**src/rtl/reg_dump_tx.sv**
```systemverilog
// reg_dump_tx: streams the CPU register file over UART 8N1 as header 0xA5 plus four bytes per register, MSB first.
// Define REG_DUMP_TRACE_PC_EN to also send PC and Instr, latched at start, between the header and x0.
module reg_dump_tx #(
    parameter int unsigned CLKS_PER_BIT = 434,
    parameter int unsigned NUM_REGS     = 32
) (
    input  logic        CLOCK,
    input  logic        Reset,
    input  logic        start,
    output logic [4:0]  Regin,
    input  logic [31:0] Regout,
    input  logic [31:0] PC,
    input  logic [31:0] Instr,
    output logic        tx,
    output logic        busy,
    output logic        done
);

    localparam int unsigned CNT_W = 16;
    localparam int unsigned BIT_W = 4;
    localparam int unsigned REG_W = 6;
    localparam logic [7:0]       HEADER   = 8'hA5;
    localparam logic [BIT_W-1:0] STOP_BIT = BIT_W'(9);

    typedef enum logic [2:0] {IDLE, SELECT, SAMPLE, LOAD, TX_BIT} state_t;
    typedef enum logic [1:0] {PH_HDR, PH_PC, PH_INSTR, PH_REGS} phase_t;

    state_t            state_q, state_d;
    phase_t            phase_q, phase_d;
    logic [CNT_W-1:0]  clk_q, clk_d;
    logic [BIT_W-1:0]  bit_q, bit_d;
    logic [1:0]        rem_q, rem_d;
    logic [REG_W-1:0]  reg_cnt_q, reg_cnt_d;
    logic [31:0]       shift_q, shift_d;
    logic [7:0]        byte_q, byte_d;
    logic              tx_q, tx_d;
    logic              busy_q, busy_d;
    logic              done_q, done_d;

`ifdef REG_DUMP_TRACE_PC_EN
    logic [31:0]       pc_q, pc_d;
    logic [31:0]       instr_q, instr_d;
`else
    logic              unused_c;
    assign unused_c = ^{PC, Instr};
`endif

    assign Regin = reg_cnt_q[4:0];
    assign tx    = tx_q;
    assign busy  = busy_q;
    assign done  = done_q;

    // State and datapath registers
    always_ff @(posedge CLOCK or posedge Reset) begin
        if (Reset) begin
            state_q   <= IDLE;
            phase_q   <= PH_HDR;
            clk_q     <= '0;
            bit_q     <= '0;
            rem_q     <= '0;
            reg_cnt_q <= '0;
            shift_q   <= '0;
            byte_q    <= '0;
            tx_q      <= 1'b1;
            busy_q    <= 1'b0;
            done_q    <= 1'b0;
`ifdef REG_DUMP_TRACE_PC_EN
            pc_q      <= '0;
            instr_q   <= '0;
`endif
        end else begin
            state_q   <= state_d;
            phase_q   <= phase_d;
            clk_q     <= clk_d;
            bit_q     <= bit_d;
            rem_q     <= rem_d;
            reg_cnt_q <= reg_cnt_d;
            shift_q   <= shift_d;
            byte_q    <= byte_d;
            tx_q      <= tx_d;
            busy_q    <= busy_d;
            done_q    <= done_d;
`ifdef REG_DUMP_TRACE_PC_EN
            pc_q      <= pc_d;
            instr_q   <= instr_d;
`endif
        end
    end

    // Next-state and output logic
    always_comb begin
        state_d   = state_q;
        phase_d   = phase_q;
        clk_d     = clk_q;
        bit_d     = bit_q;
        rem_d     = rem_q;
        reg_cnt_d = reg_cnt_q;
        shift_d   = shift_q;
        byte_d    = byte_q;
        tx_d      = tx_q;
        busy_d    = busy_q;
        done_d    = 1'b0;
`ifdef REG_DUMP_TRACE_PC_EN
        pc_d      = pc_q;
        instr_d   = instr_q;
`endif

        case (state_q)
            IDLE: begin
                tx_d = 1'b1;
                // done_q blocks a start that coincides with the completion pulse
                if (start && !done_q) begin
                    state_d   = SELECT;
                    phase_d   = PH_HDR;
                    reg_cnt_d = '0;
                    busy_d    = 1'b1;
`ifdef REG_DUMP_TRACE_PC_EN
                    pc_d      = PC;
                    instr_d   = Instr;
`endif
                end
            end

            SELECT: begin
                state_d = SAMPLE;
            end

            SAMPLE: begin
                state_d = LOAD;
                rem_d   = 2'd3;
                case (phase_q)
                    PH_HDR: begin
                        shift_d = {HEADER, 24'h0};
                        rem_d   = 2'd0;
                    end
`ifdef REG_DUMP_TRACE_PC_EN
                    PH_PC:    shift_d = pc_q;
                    PH_INSTR: shift_d = instr_q;
`endif
                    default:  shift_d = Regout;
                endcase
            end

            LOAD: begin
                byte_d  = shift_q[31:24];
                shift_d = {shift_q[23:0], 8'h00};
                tx_d    = 1'b0;
                clk_d   = '0;
                bit_d   = '0;
                state_d = TX_BIT;
            end

            TX_BIT: begin
                if (clk_q == CNT_W'(CLKS_PER_BIT - 1)) begin
                    clk_d = '0;
                    if (bit_q == STOP_BIT) begin
                        tx_d  = 1'b1;
                        bit_d = '0;
                        if (rem_q != 2'd0) begin
                            rem_d   = rem_q - 2'd1;
                            state_d = LOAD;
                        end else if (phase_q == PH_REGS &&
                                     reg_cnt_q == REG_W'(NUM_REGS - 1)) begin
                            state_d   = IDLE;
                            phase_d   = PH_HDR;
                            reg_cnt_d = '0;
                            busy_d    = 1'b0;
                            done_d    = 1'b1;
                        end else begin
                            state_d = SELECT;
                            case (phase_q)
`ifdef REG_DUMP_TRACE_PC_EN
                                PH_HDR:   phase_d = PH_PC;
                                PH_PC:    phase_d = PH_INSTR;
`endif
                                PH_REGS:  reg_cnt_d = reg_cnt_q + REG_W'(1);
                                default:  phase_d = PH_REGS;
                            endcase
                        end
                    end else begin
                        // Shifting in ones leaves the stop bit at byte_q[0] after eight data bits
                        bit_d  = bit_q + BIT_W'(1);
                        tx_d   = byte_q[0];
                        byte_d = {1'b1, byte_q[7:1]};
                    end
                end else begin
                    clk_d = clk_q + CNT_W'(1);
                end
            end

            default: begin
                state_d = IDLE;
                tx_d    = 1'b1;
                busy_d  = 1'b0;
            end
        endcase
    end

endmodule

```
**config.mk**
```make
export PLATFORM = sky130hd
export DESIGN_NAME = reg_dump_tx
export DESIGN_NICKNAME = d
export VERILOG_FILES = /design/src/rtl/reg_dump_tx.sv
export SDC_FILE = /design/constraint.sdc
export NUM_CORES = 1
export LEC_CHECK = 0
export CAP_MARGIN = 10
export CORE_AREA = 2 2 104 81
export DETAILED_ROUTE_END_ITERATION = 7
export DIE_AREA = 0 0 106 83
export DONT_BUFFER_PORTS = 1
export SETUP_SLACK_MARGIN = 0.15
export SLEW_MARGIN = 0
export SYNTH_ARGS = -nofsm -noshare
export SYNTH_HDL_FRONTEND = slang
export SYNTH_SLANG_ARGS = --single-unit
```
**constraint.sdc**
```tcl
create_clock -name CLOCK -period 6.8 [get_ports CLOCK]
set_input_delay 1.36 -clock CLOCK [delete_from_list [all_inputs] [get_ports CLOCK]]
set_output_delay 1.36 -clock CLOCK [all_outputs]
set_load 0.1 [all_outputs]
```
---- Yosys cells after proc, flatten, opt, wreduce, memory -nomap -nowiden ----
Cells that the tools add are included.
word-level totals
  output and inout port bits .............. 8
  register bits ........................... 76
  bits of input ports ..................... 99
  logic and storage cells ................. 103
cells by class
  reductions and logical operators ........ 20
  eq/ne operators ......................... 17
  bitwise logic cells ..................... 2
  muxes and demuxes ....................... 49
  add/subtract/negate cells ............... 4
operator list
  cell                     number
  $pmux W32 S2             1
  $mux W6                  6
  $mux W32                 1
  $pmux W16 S2             1
  $mux W2                  11
  $reduce_and A6 Y1        3
  $add A16 B1 Y16 const B  1
  $eq A16 B9 Y1 const B    1
  $mux W16                 1
  $mux W8                  2
  $pmux W8 S2              1
  $pmux W3 S5              1
  $ne A2 B2 Y1 const B     7
  $mux W1                  13
  $pmux W6 S2              1
  $reduce_bool A2 Y1       5
  $mux W3                  3
  $mux W4                  2
  $pmux W2 S2              2
  $pmux W4 S2              1
  $add A6 B1 Y6 const B    1
  $eq A3 B2 Y1 const B     2
  $eq A6 B5 Y1 const B     1
  $ne A3 B3 Y1 const B     2
  other kinds (17)         22

---- Logic depth before layout (Yosys ltp) ----
Gate-level depths: netlist (run 1).
  depth after elaboration ................. 7
  depth in mapped cells ................... 8
  mapped depth without buffers ............ 7

---- Worst setup path after synthesis (run 1) ----
Ideal clock, no wire load.
  kind .................................... flip-flop to output port
  start ................................... register busy_q (netlist: busy)
  end ..................................... output port busy
  slack ................................... 4.532 ns
  path buffers ............................ 0
  arrival ................................. 0.908 ns
  cell stages (with the launch flop) ...... 1
  data required time ...................... 5.440 ns
  path through ............................ dfrtp_1
RTL lines
  item                    line  text
  from (decl)             37    logic busy_q, busy_d;
  from (signal assigned)  81    busy_q <= busy_d;
  to (decl)               15    output logic busy,
No word-level cell between the ends.

---- Worst setup path after layout (run 1) ----
  start ................................... register state_q[0]
  end ..................................... register clk_q[9]
on the way
  word-level cells in the longest chain between the ends .. 2
RTL lines
  item                                                line  text
  from (decl)                                         28    state_t state_q, state_d;
  from (signal assigned)                              72    state_q <= state_d;
  $eq A3 B3 Y1 or $eq A3 B2 Y1 (tied branches)        108   case (state_q)
  $pmux W16 S2 or $reduce_bool A2 Y1 (tied branches)  --
  to (signal assigned)                                74    clk_q <= clk_d;
  to (decl)                                           30    logic [CNT_W-1:0] clk_q, clk_d;
Parallel ways exist; a longest one is shown, timed or not.
A chain may end at the register's enable or synchronous reset.

==> results of run 1 <==
==> metrics by stage <==
step                      total power, mW   util  instances  worst slack [ns]
after global placement              0.475  0.487        483              3.76
after CTS                           0.898  0.519        499              3.75
final                               0.890  0.519        499              3.75
after global routing                0.925  0.519        499              3.42
after floorplan                     0.471      -        403              3.53
after detailed placement            0.475  0.487        483              3.74
==> critical path, stage by stage, from the launching register on <==
cell     delay (ns)
dfrtp_1        0.77
nor3b_2        0.99
nand2_1        0.54
or4_1          0.60
nand2_1        0.08
==> power by group <==
part | switching (mW) | internal [mW]
clock network | 0.178 | 0.247
registers | 0.00263 | 0.446
logic | 0.0122 | 0.00468
total | 0.193 | 0.697
==> cell families (layout without fill, tap and decap cells) <==
kind of cell             after synthesis  in the layout  synth area share
adder cells (fa/ha/maj)                6              6            0.0197
buffers and inverters                 38             29            0.0599
flip-flops                            75             75             0.494
XOR/XNOR                               3              3           0.00691
AND/OR/NAND/NOR                      153            153             0.198
multiplexers                           2              2           0.00559
AO/OA/AOI/OAI                        126            126             0.216
==> worst max path at each step <==
| stage | endpoint | slack (ns) |
|---|---|---|
| 4_1_cts | clk_q[9] | 3.75 |
| 3_3_place_gp | clk_q[9] | 3.76 |
| 6_report | clk_q[9] | 3.75 |
| 2_1_floorplan | bit_q[0] | 3.53 |
| 5_1_grt | clk_q[9] | 3.42 |
| 3_5_place_dp | clk_q[9] | 3.74 |
==> cells in the mapped netlist (2+ instances only) <==
master	number
a21oi_1	8
a22o_1	8
a22oi_1	20
a31oi_1	12
a31oi_2	2
and2_1	2
and3_1	2
buf_2	3
buf_4	6
buf_6	2
clkbuf_1	13
clkbuf_8	4
dfrtp_1	74
ha_1	6
inv_1	9
nand2_1	68
nand2b_1	3
nand3_1	14
nand3b_1	4
nand4_1	6
nor2_1	24
nor2b_1	3
nor3_1	7
nor4_1	3
nor4b_1	2
o21ai_0	51
o22ai_1	6
o31ai_1	5
o41ai_1	5
or2_2	2
or4_1	4
xor2_1	2
==> metal layers <==
layer  global-route usage  vias up
met1                0.304     1386
met2                0.270       67
met3               0.0683        8
li1                     -     1441
met4               0.0502        0
met5                    0        -
==> cell type report <==
| class | count | share of cell area |
|---|---|---|
| Sequential cell | 75 | 0.467 |
| Multi-Input combinational cell | 290 | 0.423 |
| Tap cell | 105 | 0.0327 |
| Clock buffer | 9 | 0.0308 |
| Clock inverter | 7 | 0.0308 |
| Inverter | 9 | 0.00840 |
| Timing Repair Buffer | 4 | 0.00747 |
==> state kept, by name, indices dropped and copies added, names as in the netlist <==
name	flops
byte_q	8
phase_q	1
done	1
shift_q	32
rem_q	2
busy	1
state_q	3
clk_q	16
reg_cnt_q	6
tx	1
bit_q	4
==> results.toml, run 1 <==
[placement]
io_buffer_count = 0
gp_congestion = 0.773
dpl_cell_area_sq_um = 3770
hpwl_microns = 5410

[logic_synthesis]
syn_area_sq_um = 3800
yosys.area.top_type = "dfrtp_1"
ys_ff_latch = 75
synth.distinct_cells = 55
synth_top_area_share = 0.487
avgSynthCellArea_sq_um = 9.44
netlist_instances = 403
async_flop_share = 1.00
ys.flop_type = "dfrtp_1"
synth_nets = 508
ys_top_cells_by_area = "dfrtp_1, o21ai_0, nand2_1"
ys_warn_count = 0
synth_edf_count = 0
ys_seq_area_frac = 0.494

[grt]
grt_overflow = 0
grt_pass1_vias = 2773
grt_max_degree = 76
grt_usage = 0.200
antenna_found_initial = 0
grt_pass1_wl_microns = 14100

[sta]
finalSetupViolCount = 0
rsz0062_at_grt = "no"
fin_crit_sh = 0.449
drv_slew = 0
whs_ns = 0.487
period_minus_slack_ns = 3.05
fin_setup_tns_ns = 0
slew_headroom = 0.306
clock_skew_ns = 0.0164
tightest_slew_ns = 1.04
fmax_mhz = 328
final_hold_viol_count = 0

[finish]
n_fill_cell = 713
n_antenna_cell = 0
final_area_sq_um = 4020
multiInputGateArea_sq_um = 1700
drive_gt1_frac = 0.0888
syn2layout_area_growth_pct = 5.73
seq_area_sq_um = 1880
final_cell_mix = "dfrtp_1, nand2_1, o21ai_0, nor2_1, a22oi_1"
fin_nets = 494
final_common_cell = "dfrtp_1"

[worst_hold_path]
hold_depth = 2
min_to = "shift_q[31]"
min_path_type = "reg2reg"
min_from = "shift_q[31]"

[detailed_routing]
wl_microns = 8110
num_vias = 2902
drtIter0Drc = 186
post_drt_wl_per_cell_microns = 16.2
wl_met2_microns = 3300
avgViaCountPerCell = 5.82
topRoutingLayerUsed = "met4"
drc = 0
dr.pass1.iters = 5
drtAntennaViolNets = 0
wl_met3_microns = 399
wl_met1_microns = 4310

[cts]
clkTransAtPathRegs_ns = 0.08
cts_inserted_buffers = 9
postCtsHoldBufs = 0
cts-root-buf = "clkbuf_8"
clkSinkCount = 75
cts_max_level = 3
cts_tree = "built"
post_cts_buffers = 0
clockBufferDepth = 2
cts.repair.resized = 0
clock_latency_ns = 0.36

[floorplanning]
core_sq_um = 7740
rows = 28
dieArea_sq_um = 8800
die_x_microns = 106
die_h_microns = 83
ioPinCount = 107
start_util = 0.491

[worst_setup_path]
endpoint_kind = "register"
crit_type = "reg2reg"
worstPathRequired_ns = 7.09
worstReg2RegEnd = "clk_q[9]"
r2r_cells = 4
startpoint_type = "register"
critPathLaunch = "state_q[0]"
crit_fanout = 30
r2r_slack_ns = 3.75
arrival_ns = 3.34
r2r_start = "state_q[0]"

[power_and_ir_drop]
powerDensity_nw_per_um2 = 221
vdd.ir_drop.worst_mv = 0.139
p_leak_nw = 1.77

[job]
max-cap-violations = 0

[status]
outcome = "completed"
No activity file was read; power rests on OpenSTA's default activity.
==> inputs of run 2 (changes only) <==
PLACE_DENSITY = 0.66   (was not set)
clock period = 2.48 ns   (was 6.8 ns; I/O delays follow)
==> results.toml, run 2 (synthesis results as in run 1) <==
[status]
outcome = "completed"

[sta]
tightest_slew_ns = 0.649
drv_slew = 0
finalSetupViolCount = 0
fin_crit_sh = 0.901
slew_headroom = 0.563
period_minus_slack_ns = 2.24
final_hold_viol_count = 0
fin_setup_tns_ns = 0
fmax_mhz = 447
setup_ws_ns = 0.245
clock_skew_ns = 0.00701
rsz0062_at_grt = "yes"
whs_ns = 0.0654

[floorplanning]
die_h_microns = 83
core_sq_um = 7740
rows = 28
ioPinCount = 107
dieArea_sq_um = 8800
start_util = 0.491
die_x_microns = 106

[finish]
n_antenna_cell = 0
final_common_cell = "dfrtp_1"
largestRegisters = "shift_q x32, clk_q x16, byte_q x8"
drive_gt1_frac = 0.139
regMostFlops = "shift_q"
syn2layout_area_growth_pct = 9.64
fin_nets = 517
largest_register_ffs = 32
final_cell_mix = "dfrtp_1, nand2_1, o21ai_0, buf_4, nor2_1"

[power_and_ir_drop]
p_switching_mw = 0.489
powerDensity_nw_per_um2 = 508
p_leak_nw = 1.86
p_total_mw = 2.12
seqPwrFrac = 0.578
vdd.ir_drop.worst_mv = 0.345
intPower_mw = 1.63
switching_share = 0.231
p_clk_frac = 0.395
p_comb_frac = 0.027

[grt]
grt_overflow = 0
grt_pass1_vias = 3011
grt_max_degree = 50
grt_pass1_wl_microns = 14300
grt_usage = 0.204
antenna_found_initial = 0

[placement]
gp_congestion = 0.837
pre_cts_slack_ns = 0.147
io_buffer_count = 0
hpwl_microns = 5810

[detailed_routing]
drc = 0
dr.pass1.iters = 5
num_vias = 3088
drtAntennaViolNets = 0
post_drt_wl_per_cell_microns = 16.0
wl_microns = 8350
drtIter0Drc = 203
avgViaCountPerCell = 5.92

[cts]
cts_tree = "built"
postCtsHoldBufs = 0
cts_inserted_buffers = 9
clockBufferDepth = 2
clock_latency_ns = 0.35
clkTransAtPathRegs_ns = 0.08
cts-root-buf = "clkbuf_8"
clkSinkCount = 75
cts_max_level = 3

[worst_setup_path]
r2r_slack_ns = 0.24
startpoint_type = "register"
endpoint_kind = "register"
crit_fanout = 4
arrival_ns = 2.46
crit_type = "reg2reg"
r2r_start = "clk_q[1]"
critPathLaunch = "clk_q[1]"
worstPathRequired_ns = 2.71
r2r_cells = 7

[worst_hold_path]
min_path_type = "in2async"

[job]
max-cap-violations = 0
-- run 2: power groups by stage --
stage          Clock [mW]  Combinational (mW)  Sequential, mW
2_1_floorplan           0              0.0434            1.25
3_3_place_gp            0              0.0579            1.25
3_5_place_dp            0              0.0585            1.25
4_1_cts             0.869              0.0588            1.22
5_1_grt             0.919              0.0664            1.22
6_report            0.837              0.0567            1.22
-- run 2: metal layers --
metal | wire length, microns | GRT usage | part of all wire | vias to the layer above
met5 | 0 | 0 | 0 | -
met4 | 68 | 0.0502 | 0.0081 | 0
met3 | 504 | 0.0644 | 0.060 | 7
met2 | 3700 | 0.305 | 0.44 | 87
met1 | 4080 | 0.289 | 0.49 | 1507
li1 | - | - | - | 1487
-- run 2: critical path, cell delays in order, from the launching register on --
cell	delay, ns
dfrtp_1	0.38
inv_1	0.07
ha_1	0.14
or4b_4	0.50
nor4_4	0.32
nor2_1	0.14
buf_4	0.18
o41ai_1	0.38
-- run 2: final cells by class --
cell class	instances	area, sq um
clock buffer	12	145
clock inverter	4	26.3
fill	716	3570
inverter	9	37.5
multi-input combinational	290	1720
sequential	75	1880
tap	105	131
timing repair buffer	27	228
-- run 2: per-stage QoR --
stage | instance area (sq um) | util | instances
floorplan | 3810 | - | 403
global placement | 3950 | 0.511 | 505
detailed placement | 3950 | 0.511 | 505
CTS | 4130 | 0.533 | 521
global route | 4170 | 0.538 | 522
finish | 4170 | 0.538 | 522
-- run 2: path summary, 6_finish.rpt --
check | endpoint
max | phase_q[0]
min | shift_q[0]
max reg2reg | phase_q[0]
min reg2reg | shift_q[29]
max in group asynchronous | tx
min in group CLOCK | shift_q[0]
-- run 2: timing repair --
action / in CTS / in global routing
setup endpoints to repair: 5 / 30
gates resized for setup: 0 / 4
buffers inserted: 0 / 1
pin swaps: 1 / 2
==> inputs of run 3 (changes only) <==
CAP_MARGIN = 20   (was 10)
CORE_AREA = 2 2 98 76   (was 2 2 104 81)
DIE_AREA = 0 0 100 78   (was 0 0 106 83)
PLACE_DENSITY = 0.86   (was 0.66)
==> results.toml, run 3 (synthesis results as in run 1) <==
[finish]
final_cell_mix = "dfrtp_1, nand2_1, o21ai_0, nor2_1, buf_4"
regMostFlops = "shift_q"
drive_gt1_frac = 0.142
largest_register_ffs = 32
syn2layout_area_growth_pct = 8.82
fin_nets = 515
n_fill_cell = 549
n_antenna_cell = 0
final_area_sq_um = 4140
final_common_cell = "dfrtp_1"
largestRegisters = "shift_q x32, clk_q x16, byte_q x8"

[cts]
clockBufferDepth = 2
clock_latency_ns = 0.34
cts_tree = "built"
cts_inserted_buffers = 9
clkSinkCount = 75
cts_max_level = 3
clkTransAtPathRegs_ns = 0.08
cts-root-buf = "clkbuf_8"

[floorplanning]
start_util = 0.562
die_h_microns = 78
rows = 26
die_x_microns = 100
dieArea_sq_um = 7800
ioPinCount = 107
core_sq_um = 6770

[grt]
grt_pass1_wl_microns = 14200
grt_max_degree = 41
grt_usage = 0.232
grt_overflow = 0
grt_pass1_vias = 2931
antenna_found_initial = 0

[sta]
finalSetupViolCount = 0
fin_crit_sh = 0.917
final_hold_viol_count = 0
fmax_mhz = 440
rsz0062_at_grt = "no"
drv_slew = 0
clock_skew_ns = 0.0107
tightest_slew_ns = 0.832
period_minus_slack_ns = 2.27
fin_setup_tns_ns = 0
slew_headroom = 0.444

[placement]
gp_congestion = 0.886
hpwl_microns = 5860
io_buffer_count = 0
dpl_cell_area_sq_um = 3910

[detailed_routing]
wl_microns = 8480
drtAntennaViolNets = 0
avgViaCountPerCell = 6.31
post_drt_wl_per_cell_microns = 17.0
dr.pass1.iters = 5
num_vias = 3150
drtIter0Drc = 271
drc = 0

[worst_setup_path]
endpoint_kind = "register"
crit_family = "simple AND/OR/NAND/NOR gates"
worstReg2RegEnd = "clk_q[14]"
arrival_ns = 2.48
r2r_slack_ns = 0.21
cp_slowest_cell = "or3b_2"
r2r_cells = 5
crit_fanout = 17
startpoint_type = "register"
worstPathRequired_ns = 2.68
path_cells = "or3b_2 > nand2_1 > o21ai_1 > o311ai_0 > o41ai_1"
crit_type = "reg2reg"
r2r_start = "state_q[1]"
slowest_delay_ns = 0.70
path_buf_inv = 0

[power_and_ir_drop]
powerDensity_nw_per_um2 = 519
vdd.ir_drop.worst_mv = 0.369
p_leak_nw = 1.84

[job]
max-cap-violations = 0

[worst_hold_path]
min_path_type = "in2async"

[status]
outcome = "completed"
[run 3: cell type report]
class / count / area, sq um / share of cell area
sequential: 75 / 1880 / 0.454
multi-input combinational: 290 / 1720 / 0.415
timing repair buffer: 25 / 213 / 0.0514
clock buffer: 10 / 138 / 0.0333
tap: 84 / 105 / 0.0254
clock inverter: 6 / 47.5 / 0.0115
inverter: 9 / 37.5 / 0.00907
[run 3: per-stage QoR]
| step | power, mW | hold slack [ns] | utilization | instances | worst slack [ns] |
|---|---|---|---|---|---|
| finish | 2.15 | 0.168 | 0.612 | 499 | 0.206 |
| global route | 2.22 | 0.209 | 0.612 | 499 | 0.0893 |
| CTS | 2.16 | 0.179 | 0.610 | 499 | 0.0817 |
| detailed placement | 1.31 | 0.472 | 0.578 | 482 | 0.0846 |
| global placement | 1.30 | 0.461 | 0.578 | 482 | 0.163 |
| floorplan | 1.29 | 0.450 | - | 403 | 0.267 |
[run 3: worst register-to-register path, stage by stage, from the launching register on]
cell	delay [ns]
dfrtp_1	0.52
or3b_2	0.70
nand2_1	0.31
o21ai_1	0.27
o311ai_0	0.19
o41ai_1	0.14
[run 3: power breakdown]
part | switching (mW) | leakage (nW) | internal (mW)
Combinational | 0.0409 | 0.890 | 0.0162
Sequential | 0.000426 | 0.863 | 1.22
Clock | 0.469 | 0.0815 | 0.397
Total | 0.510 | 1.84 | 1.64
[run 3: per-layer routing]
layer	vias up	global-route usage	wire [microns]
met1	1524	0.333	3830
met4	0	0.0699	96
met5	-	0	0
li1	1488	-	-
met2	124	0.347	3960
met3	14	0.0613	588
[run 3: worst max path at each step]
stage	startpoint	endpoint	slack, ns	cells after the start
final	state_q[1]	clk_q[14]	0.21	5
after global routing	clk_q[1]	reg_cnt_q[4]	0.09	7
after CTS	state_q[1]	clk_q[14]	0.08	4
after detailed placement	clk_q[1]	clk_q[14]	0.08	8
after global placement	clk_q[1]	clk_q[14]	0.16	8
after floorplan	clk_q[1]	byte_q[0]	0.27	8
[run 3: repair_timing]
item,4_1_cts,5_1_grt
buffers inserted,1,0
hold buffers,0,0
pin swaps,1,2
gates resized for setup,1,4
setup endpoints to repair,11,15
